--- config.mk ---
export PLATFORM = sky130hd
export DESIGN_NAME = reg_file_param_flat
export DESIGN_NICKNAME = d
export VERILOG_FILES = /design/src/rtl/reg_file_param_if.sv /design/src/rtl/reg_file_param.sv /design/src/flat_wrapper.sv
export SDC_FILE = /design/constraint.sdc
export NUM_CORES = 2
export LEC_CHECK = 0
export ABC_AREA = 0
export BUFFER_PORTS_ARGS = -buffer_cell sky130_fd_sc_hd__buf_4
export CAP_MARGIN = 20
export CORE_MARGIN = 2
export CORE_UTILIZATION = 40
export CTS_CLUSTER_SIZE = 40
export DETAILED_ROUTE_END_ITERATION = 10
export PLACE_DENSITY = 0.61
export SETUP_SLACK_MARGIN = 0.4
export SLEW_MARGIN = 20
export SYNTH_ARGS = -nofsm -noshare
export SYNTH_HDL_FRONTEND = slang
export SYNTH_SLANG_ARGS = --single-unit
--- constraint.sdc ---
create_clock -name clk -period 2.3 [get_ports clk]
set_clock_uncertainty 0.05 [all_clocks]
set_input_delay 0.23 -clock clk [delete_from_list [all_inputs] [get_ports clk]]
set_output_delay 0.23 -clock clk [all_outputs]
set_load 0.03 [all_outputs]
--- src/rtl/reg_file_param_if.sv ---
// Bus between the decode/writeback stages (master) and the register file (slave).
// Carries the read ports, the writeback port, the issue port and the scoreboard view.
interface reg_file_param_if #(
    parameter int DATA_W = 32,
    parameter int DEPTH  = 32,
    parameter int ADDR_W = $clog2(DEPTH),
    parameter int NUM_RD = 2
);
    // Read ports, packed: port i = [i*ADDR_W +: ADDR_W] / [i*DATA_W +: DATA_W]
    logic [NUM_RD*ADDR_W-1:0] rd_addr;
    logic [NUM_RD*DATA_W-1:0] rd_data;
    logic [NUM_RD-1:0]        rd_busy;

    // Writeback port
    logic                     wen;
    logic [ADDR_W-1:0]        waddr;
    logic [DATA_W-1:0]        wdata;

    // Issue port: destination register of an issued instruction becomes busy
    logic                     issue_en;
    logic [ADDR_W-1:0]        issue_addr;

    // Full scoreboard state
    logic [DEPTH-1:0]         busy_vec;

    // Pipeline side: drives addresses, writes and issues, observes data and busy state
    modport master (
        output rd_addr, wen, waddr, wdata, issue_en, issue_addr,
        input  rd_data, rd_busy, busy_vec
    );

    // Register file side
    modport slave (
        input  rd_addr, wen, waddr, wdata, issue_en, issue_addr,
        output rd_data, rd_busy, busy_vec
    );
endinterface

--- src/rtl/reg_file_param.sv ---
// Parametrised multi-read-port register file with a per-register busy scoreboard.
// Synchronous write, async active-low clear, optional hardwired-zero register 0,
// optional same-cycle write->read bypass and optional registered read outputs.
module reg_file_param #(
    parameter int DATA_W   = 32,
    parameter int DEPTH    = 32,
    parameter int ADDR_W   = $clog2(DEPTH),
    parameter int NUM_RD   = 2,
    parameter int ZERO_REG = 1,
    parameter int BYPASS   = 1,
    parameter int READ_LAT = 0
) (
    input  logic               clk,
    input  logic               rst_n,
    reg_file_param_if.slave    bus
);

    // An address is "live" when it names a real register that can hold state:
    // below DEPTH (non-power-of-2 depths leave holes) and not the hardwired zero.
    function automatic logic addr_live(input logic [ADDR_W-1:0] a);
        logic in_range;
        logic is_zero;
        in_range  = (int'(a) < DEPTH);
        is_zero   = (ZERO_REG != 0) && (a == '0);
        addr_live = in_range && !is_zero;
    endfunction

    logic [DATA_W-1:0]        regs [DEPTH];
    logic [DEPTH-1:0]         busy;
    logic [ADDR_W-1:0]        addr_arr [NUM_RD];
    logic                     write_ok;
    logic                     issue_ok;
    logic [NUM_RD*DATA_W-1:0] comb_data;
    logic [NUM_RD-1:0]        comb_busy;

    // Writes and issues to dead addresses (out of range or register 0) have no effect.
    assign write_ok = bus.wen      && addr_live(bus.waddr);
    assign issue_ok = bus.issue_en && addr_live(bus.issue_addr);

    for (genvar i = 0; i < NUM_RD; i++) begin : g_addr
        assign addr_arr[i] = bus.rd_addr[i*ADDR_W +: ADDR_W];
    end

    // Register storage: written at the clock edge, cleared asynchronously.
    // NOTE: the storage array is reset entry by entry because the architecture
    // requires every register to read 0 after reset; this keeps it in flops.
    // NOTE: state is updated with non-blocking assignments so every flop
    // samples the pre-edge values regardless of statement order.
    always_ff @(posedge clk or negedge rst_n) begin
        if (!rst_n) begin
            for (int r = 0; r < DEPTH; r++) begin
                regs[r] <= '0;
            end
        end else begin
            for (int r = 0; r < DEPTH; r++) begin
                if (write_ok && (bus.waddr == ADDR_W'(r))) begin
                    regs[r] <= bus.wdata;
                end
            end
        end
    end

    // Scoreboard: issue sets busy, writeback clears it; issue wins because the
    // newly issued producer is still outstanding after this write lands.
    always_ff @(posedge clk or negedge rst_n) begin
        if (!rst_n) begin
            busy <= '0;
        end else begin
            for (int r = 0; r < DEPTH; r++) begin
                if ((ZERO_REG != 0) && (r == 0)) begin
                    busy[r] <= 1'b0;
                end else if (issue_ok && (bus.issue_addr == ADDR_W'(r))) begin
                    busy[r] <= 1'b1;
                end else if (write_ok && (bus.waddr == ADDR_W'(r))) begin
                    busy[r] <= 1'b0;
                end
            end
        end
    end

    assign bus.busy_vec = busy;

    // Combinational read value per port, including the optional bypass of the
    // write in flight; a bypassed read also sees its producer as retired.
    // NOTE: outputs get a default at the top so no path through the loop
    // leaves them unassigned, which would otherwise infer latches.
    always_comb begin
        comb_data = '0;
        comb_busy = '0;
        for (int i = 0; i < NUM_RD; i++) begin
            if (addr_live(addr_arr[i])) begin
                if ((BYPASS != 0) && write_ok && (bus.waddr == addr_arr[i])) begin
                    comb_data[i*DATA_W +: DATA_W] = bus.wdata;
                end else begin
                    comb_data[i*DATA_W +: DATA_W] = regs[addr_arr[i]];
                    comb_busy[i]                  = busy[addr_arr[i]];
                end
            end
        end
    end

    if (READ_LAT != 0) begin : g_rd_reg
        logic [NUM_RD*DATA_W-1:0] rd_data_q;
        logic [NUM_RD-1:0]        rd_busy_q;

        // Registered read: one cycle of latency for both data and busy.
        always_ff @(posedge clk or negedge rst_n) begin
            if (!rst_n) begin
                rd_data_q <= '0;
                rd_busy_q <= '0;
            end else begin
                rd_data_q <= comb_data;
                rd_busy_q <= comb_busy;
            end
        end

        assign bus.rd_data = rd_data_q;
        assign bus.rd_busy = rd_busy_q;
    end else begin : g_rd_comb
        assign bus.rd_data = comb_data;
        assign bus.rd_busy = comb_busy;
    end

endmodule

--- src/flat_wrapper.sv ---
// flat-port wrapper written by rule: the top's interface ports become plain ports
module reg_file_param_flat 
#(
    parameter int DATA_W   = 32,
    parameter int DEPTH    = 32,
    parameter int ADDR_W   = $clog2(DEPTH),
    parameter int NUM_RD   = 2,
    parameter int ZERO_REG = 1,
    parameter int BYPASS   = 1,
    parameter int READ_LAT = 0
)
  (clk, rst_n, bus_rd_addr, bus_wen, bus_waddr, bus_wdata, bus_issue_en, bus_issue_addr, bus_rd_data, bus_rd_busy, bus_busy_vec);
  reg_file_param_if #(.DATA_W(DATA_W), .DEPTH(DEPTH), .ADDR_W(ADDR_W), .NUM_RD(NUM_RD)) bus_i ();
  input  logic clk;
  input  logic rst_n;
  input wire logic [$bits(bus_i.rd_addr)-1:0] bus_rd_addr;
  input wire logic [$bits(bus_i.wen)-1:0] bus_wen;
  input wire logic [$bits(bus_i.waddr)-1:0] bus_waddr;
  input wire logic [$bits(bus_i.wdata)-1:0] bus_wdata;
  input wire logic [$bits(bus_i.issue_en)-1:0] bus_issue_en;
  input wire logic [$bits(bus_i.issue_addr)-1:0] bus_issue_addr;
  output wire logic [$bits(bus_i.rd_data)-1:0] bus_rd_data;
  output wire logic [$bits(bus_i.rd_busy)-1:0] bus_rd_busy;
  output wire logic [$bits(bus_i.busy_vec)-1:0] bus_busy_vec;
  assign bus_i.rd_addr = bus_rd_addr;
  assign bus_i.wen = bus_wen;
  assign bus_i.waddr = bus_waddr;
  assign bus_i.wdata = bus_wdata;
  assign bus_i.issue_en = bus_issue_en;
  assign bus_i.issue_addr = bus_issue_addr;
  assign bus_rd_data = bus_i.rd_data;
  assign bus_rd_busy = bus_i.rd_busy;
  assign bus_busy_vec = bus_i.busy_vec;
  reg_file_param #(.DATA_W(DATA_W), .DEPTH(DEPTH), .ADDR_W(ADDR_W), .NUM_RD(NUM_RD), .ZERO_REG(ZERO_REG), .BYPASS(BYPASS), .READ_LAT(READ_LAT)) u_core (.clk(clk), .rst_n(rst_n), .bus(bus_i));
endmodule
# Word-level counts from Yosys, hierarchy flattened

Index checks and enable logic that the tools add are counted.

Output and inout bits: 98
Memories: 0
ROM bits: 0
Register bits: 1055
Logic and storage cells: 317
RAM bits: 0
Input port bits: 56
Latch bits: 0

Shifts and indexed selects: 0
$lt $le $gt $ge: 4
Mux-type cells: 80
Reduce and logical (&&, ||, !) cells: 104
Equal/unequal tests: 64
Div/mod/pow operators: 0
$mul: 0
Bitwise logic cells: 2
Add/subtract/negate cells: 0

Operator list:

| cell                                                                         | number |
|---|---|
| 32-bit binary-select mux with 5-bit select                                   | 2 |
| 32-bit two-way mux                                                           | 8 |
| 5-bit equality test, second input constant                                   | 32 |
| 5-bit by 4-bit equality test with 1-bit output, second input constant        | 16 |
| 1-bit two-way mux                                                            | 68 |
| 1-bit logical AND                                                            | 67 |
| 2-bit nonzero test                                                           | 31 |
| 5-bit by 3-bit equality test with 1-bit output, second input constant        | 8 |
| 5-bit by 2-bit equality test with 1-bit output, second input constant        | 4 |
| 5-bit logical NOT                                                            | 4 |
| 6-bit >= comparator, second input constant                                   | 2 |
| 5-bit by 6-bit less-than comparator with 1-bit output, second input constant | 2 |
| 5-bit NOT with 6-bit output                                                  | 2 |
| 1-bit binary-select mux with 5-bit select                                    | 2 |
| 5-bit by 1-bit equality test with 1-bit output, second input constant        | 2 |
| 5-bit equality test                                                          | 2 |
| 1-bit logical NOT                                                            | 2 |

# Depth between registers and ports, before layout

Depth after elaboration: 6
Depth in mapped cells: 10
Mapped depth without buffers: 5

# Worst setup path before layout

OpenSTA, ideal clock, no wires.

Path kind: input-to-output
From: input bus_rd_addr[6]
To: output bus_rd_data[40]
Stages on the path: 8
Buffers on the path: 4
Data required time: 2.020 ns
Path slack: -0.325 ns
Arrival time: 2.345 ns
Path through: buf_2 -> buf_4 -> buf_2 -> buf_1 -> mux4_2 -> o22ai_1 -> o21a_1 -> o31ai_1

Word-level cells in the longest chain between the ends: 6
Elaborated cells between the ends (all ways): 9
Classes of those cells: eq/ne (1); mux (5); bitwise (1); reduce/logical (2)

RTL lines:

| element                                               | RTL line             | source |
|---|---|---|
| start, declared                                       | flat_wrapper.sv:16   | `input wire logic [$bits(bus_i.rd_addr)-1:0] bus_rd_addr;` |
| 5-bit NOT with 6-bit output (implied by the code)     | reg_file_param.sv:95 | `comb_data[i*DATA_W +: DATA_W] = regs[addr_arr[i]];` |
| 32-bit binary-select mux with 5-bit select            | reg_file_param.sv:95 |  |
| 32-bit two-way mux (implied by the code) (2 in a row) | reg_file_param.sv:95 |  |
| 32-bit two-way mux                                    | reg_file_param.sv:92 | `if ((BYPASS != 0) && write_ok && (bus.waddr == addr_arr[i])) begin` |
| 32-bit two-way mux (*)                                | reg_file_param.sv:91 | `if (addr_live(addr_arr[i])) begin` |
| end, declared                                         | flat_wrapper.sv:22   | `output wire logic [$bits(bus_i.rd_data)-1:0] bus_rd_data;` |

Mark *: on every way between the ends. The rest lies on a longest branch, timed or not. The select of a mux whose other input is x is not followed.

# Worst setup path after layout

From: register u_core.regs[21] in the netlist's numbering
To: output bus_rd_data[53]

Word-level cells in the longest chain between the ends: 5

RTL lines:

| element                                               | RTL line             | source |
|---|---|---|
| start, declared                                       | reg_file_param.sv:28 | `logic [DATA_W-1:0] regs [DEPTH];` |
| start signal, assigned by index                       | reg_file_param.sv:57 | `regs[r] <= bus.wdata;` |
| 32-bit binary-select mux with 5-bit select            | reg_file_param.sv:95 |  |
| 32-bit two-way mux (implied by the code) (2 in a row) | reg_file_param.sv:95 |  |
| 32-bit two-way mux                                    | reg_file_param.sv:92 |  |
| 32-bit two-way mux                                    | reg_file_param.sv:91 |  |

No other way between the ends. The select of a mux whose other input is x is not followed.

==> results.txt <==
* Highest ir drop seen on vdd: roughly 630 uV
- CTS max path bufs: 3
- In this run the power density over the cells is ~830 nW/um^2.
* Cell with the most instances after synthesis: sky130_fd_sc_hd__dfrtp_1
* Worst hold-check path type: in2reg
* Num ports: ~150
* Synth Flop Type: sky130_fd_sc_hd__dfrtp_1
- After global routing the overflow that remains totals 0.
- For this block, the routed nets add up to between 150000 and 200000 um of wire.
* Unrepaired setup endpoints after global routing: yes
- Leading cell types by count after synthesis: sky130_fd_sc_hd__dfrtp_1, sky130_fd_sc_hd__mux2_2, sky130_fd_sc_hd__mux4_2, sky130_fd_sc_hd__mux2_1, sky130_fd_sc_hd__clkbuf_1
- Timing would allow up to ~320 MHz.
- The clock drives about 1100 sinks.
* Depth of the CTS H-tree: 3
- At the end of the flow, the number of nets in the layout was approximately 4500.
* Relative max-transition margin: 24.57%
- The routed layout has just under 40000 vias.
* Startpoint kind of the worst setup timing path: register
* Largest area contributor in the netlist: sky130_fd_sc_hd__dfrtp_1
- Iteration count of the initial detailed-routing pass: 7
* Final count of hold timing violations: 0
- Die area: about 150000 um^2
- Vert. Die Dim: approximately 380 um
- At the end of the flow the core is filled with cells to 50.64%.
- Leakage Power: roughly 31 nW
* Antenna violation net count after detailed routing: 0
- Setup violations remaining at the end of the flow were counted as 66.
- From synthesis to final layout, the design area changed by 25.71%.
- Number of global-route vias before repair: roughly 40000
- The initial antenna violation count came to 8.
- Cell at the root of the clock tree: sky130_fd_sc_hd__clkbuf_16
- Die Span X: approximately 380 um
- Fill cells in the final layout number roughly 12000.
- Global routing used between 20% and 30% of the available tracks.
- The floorplan step defined a core boundary enclosing roughly 140000 um^2.
* Maximum number of pins on one net before global-route repair: between 100 and 150
* Total CTS buffers: between 100 and 150
* Count of port buffers added during placement: approximately 150
- After synthesis, the largest area contributor takes up ~46% of total cell area.
- Of the synthesized area, sequential elements account for 46.29%.
- Required time of the worst setup path: 2020 ps
- Clock latency on the worst-skew pair, taken at its later pin, is approximately 740 ps.
* Area of the mapped netlist: 57030 um^2
- Crit path kind: reg2out
- Arr. time, crit path: 2840 ps
- Drt first-iter violations: 3671
- Synthesis instantiated 63 different standard cells from the library.
- The worst setup path is captured at an output pin.
* # Max-Cap Violations: 0
- Final Critical Period: roughly 3100 ps
- Final routed DRC violation total: 0
- Number of cells produced by synthesis: between 3000 and 4000
- Leading post-synthesis cells by cell area: sky130_fd_sc_hd__dfrtp_1, sky130_fd_sc_hd__mux4_2, sky130_fd_sc_hd__mux2_2, sky130_fd_sc_hd__mux2_1, sky130_fd_sc_hd__mux2i_1
- Final weighted congestion in routability-driven placement: just under 0.9
- Outcome: finished with violations
- The checks that failed: setup timing.
* Row Count: 138
- Of all flip-flops after synthesis, the portion carrying an async set or reset was 100.0%.
- Count of state elements after synthesis: about 1100
- Once the floorplan was initialized, standard cells occupied about two fifths of the core.
- Clock edge transition at the registers on the reported setup and hold paths: roughly 70 ps
- Dividing the synthesized area by the synthesized cell count gives ~15 um^2.
- TritonCTS clock tree: done
* Final number of max-transition violations: 0
- Crit path max fanout: 2
* Post-route fraction of the period consumed by the critical path: 135.6%
- The first global-routing pass estimated about 290000 um of wire.
- Number of enable flip-flop cells after synthesis: 0
- For the pin with the worst max-slew slack, the measured transition is around 1100 ps.
- When the netlist entered floorplanning its net count stood at 3925.
- Detail-routed via count per cell: slightly above 6
- Flop-to-flop setup slack: about 840 ps
* Hpwl dp: ~130000 um
- Slack of the critical path: -819.8 ps
- For this run, the number of Yosys warnings is 0.
- Of the cells placed in the final design, the portion with a size suffix greater than 1 is a little under three fifths.
* Drt wl/cell: around 31 um
- Worst hold slack: about 210 ps
-- sequential cells by signal, summed over array words and instances (netlist names) --
register	count
u_core.regs	1024
u_core.bus.busy_vec	31
-- layout make-up --
type | count | area [um^2] | area share (%)
Multi-Input combinational cell | 2354 | 30000 | 41.84
Clock inverter | 48 | 646.9 | 0.9022
Inverter | 25 | 93.84 | 0.1309
Timing Repair Buffer | 871 | 8811 | 12.29
Sequential cell | 1055 | 26410 | 36.83
Tap cell | 1890 | 2365 | 3.298
Antenna cell | 4 | 10.01 | 0.01396
Clock buffer | 167 | 3364 | 4.693
-- worst max-delay path, cell delays in order (launching register included) --
cell and delay, ps:
sky130_fd_sc_hd__dfrtp_1 390, sky130_fd_sc_hd__mux4_2 470, sky130_fd_sc_hd__mux4_2 480, sky130_fd_sc_hd__nor2b_1 150
sky130_fd_sc_hd__a221o_2 410, sky130_fd_sc_hd__buf_6 170
-- power breakdown --
group	leakage, nW	internal [mW]	switching (mW)
combinational	15.8	9.07	6.33
sequential	13.5	22.1	2.60
clock	1.98	11.5	8.24
-- worst paths after layout --
check / start / to / depth (start not counted)
worst max-delay path: u_core.regs[21] / bus_rd_data[53] / 5
worst min-delay path: bus_waddr[1] / u_core.bus.busy_vec[24] / 5
worst max register to register: u_core.regs[480] / u_core.regs[480] / 2
worst min register to register: u_core.regs[1023] / u_core.regs[1023] / 0
max in group asynchronous: rst_n / u_core.bus.busy_vec[16] / 3
min in group asynchronous: rst_n / u_core.regs[135] / 3
-- cell usage in the layout, fill, tap and decap left out, types with 10 or more instances in the layout --
master,n
sky130_fd_sc_hd__inv_1,21
sky130_fd_sc_hd__a21oi_2,22
sky130_fd_sc_hd__clkbuf_1,24
sky130_fd_sc_hd__nand2_2,11
sky130_fd_sc_hd__nor2_1,31
sky130_fd_sc_hd__bufinv_16,12
sky130_fd_sc_hd__a221o_1,45
sky130_fd_sc_hd__o21ai_2,12
sky130_fd_sc_hd__nor2b_4,23
sky130_fd_sc_hd__o21ai_1,57
sky130_fd_sc_hd__o21ai_0,53
sky130_fd_sc_hd__mux2_1,276
sky130_fd_sc_hd__o22ai_1,13
sky130_fd_sc_hd__clkbuf_8,27
sky130_fd_sc_hd__a221o_2,26
sky130_fd_sc_hd__a31oi_1,11
sky130_fd_sc_hd__dlygate4sd3_1,45
sky130_fd_sc_hd__a22o_1,13
sky130_fd_sc_hd__xnor2_1,10
sky130_fd_sc_hd__nand2_1,73
sky130_fd_sc_hd__buf_4,576
sky130_fd_sc_hd__clkinv_2,24
sky130_fd_sc_hd__mux4_2,507
sky130_fd_sc_hd__mux2i_1,159
sky130_fd_sc_hd__buf_12,138
sky130_fd_sc_hd__dfrtp_1,1051
sky130_fd_sc_hd__a21oi_4,11
sky130_fd_sc_hd__clkbuf_16,116
sky130_fd_sc_hd__a221oi_1,10
sky130_fd_sc_hd__nand3_1,10
sky130_fd_sc_hd__buf_6,106
sky130_fd_sc_hd__nor2b_1,13
sky130_fd_sc_hd__a21oi_1,26
sky130_fd_sc_hd__nor2_4,19
sky130_fd_sc_hd__mux2_2,731
sky130_fd_sc_hd__nand3b_1,18
-- metrics by stage --
stage	setup TNS (ps)	setup WS (ps)	cell area [um^2]	total power, mW	cells
2_1_floorplan	-1428	-58.98	57800	33.59	3869
3_3_place_gp	-27680	-713.4	65480	38.67	6069
3_5_place_dp	-27750	-689.9	65480	39.05	6069
4_1_cts	-40230	-863.0	71150	59.70	6387
5_1_grt	-41420	-855.8	71690	62.29	6413
6_report	-37300	-819.8	71700	59.86	6414
-- timing repair --
| action | in CTS | in global routing |
|---|---|---|
| endpoints found under the hold margin | 1908 | 0 |
| setup buffers | 55 | 24 |
| hold buffers | 48 | 0 |
| pin swaps | 95 | 45 |
| endpoints found under the setup margin | 66 | 67 |
| resized for setup | 208 | 91 |
-- cell families after synthesis --
| kind of cell | synth area share (%) |
|---|---|
| flip-flops | 46.29 |
| multiplexers | 42.86 |
| other | 0.006575 |
| XOR/XNOR | 0.1536 |
| AO/OA/AOI/OAI | 4.730 |
| buffers and inverters | 3.591 |
| AND/OR/NAND/NOR | 2.372 |
-- metal layers --
layer  vias to the layer above  GRT usage [%]  share of wire, %
li1                      16140              -                 -
met1                     21490          38.39                43
met2                      1659          41.69                46
met3                       372          5.447               7.7
met4                         2          9.595               3.6
met5                         -              0            0.0035
No activity file was read; power rests on OpenSTA's default activity.
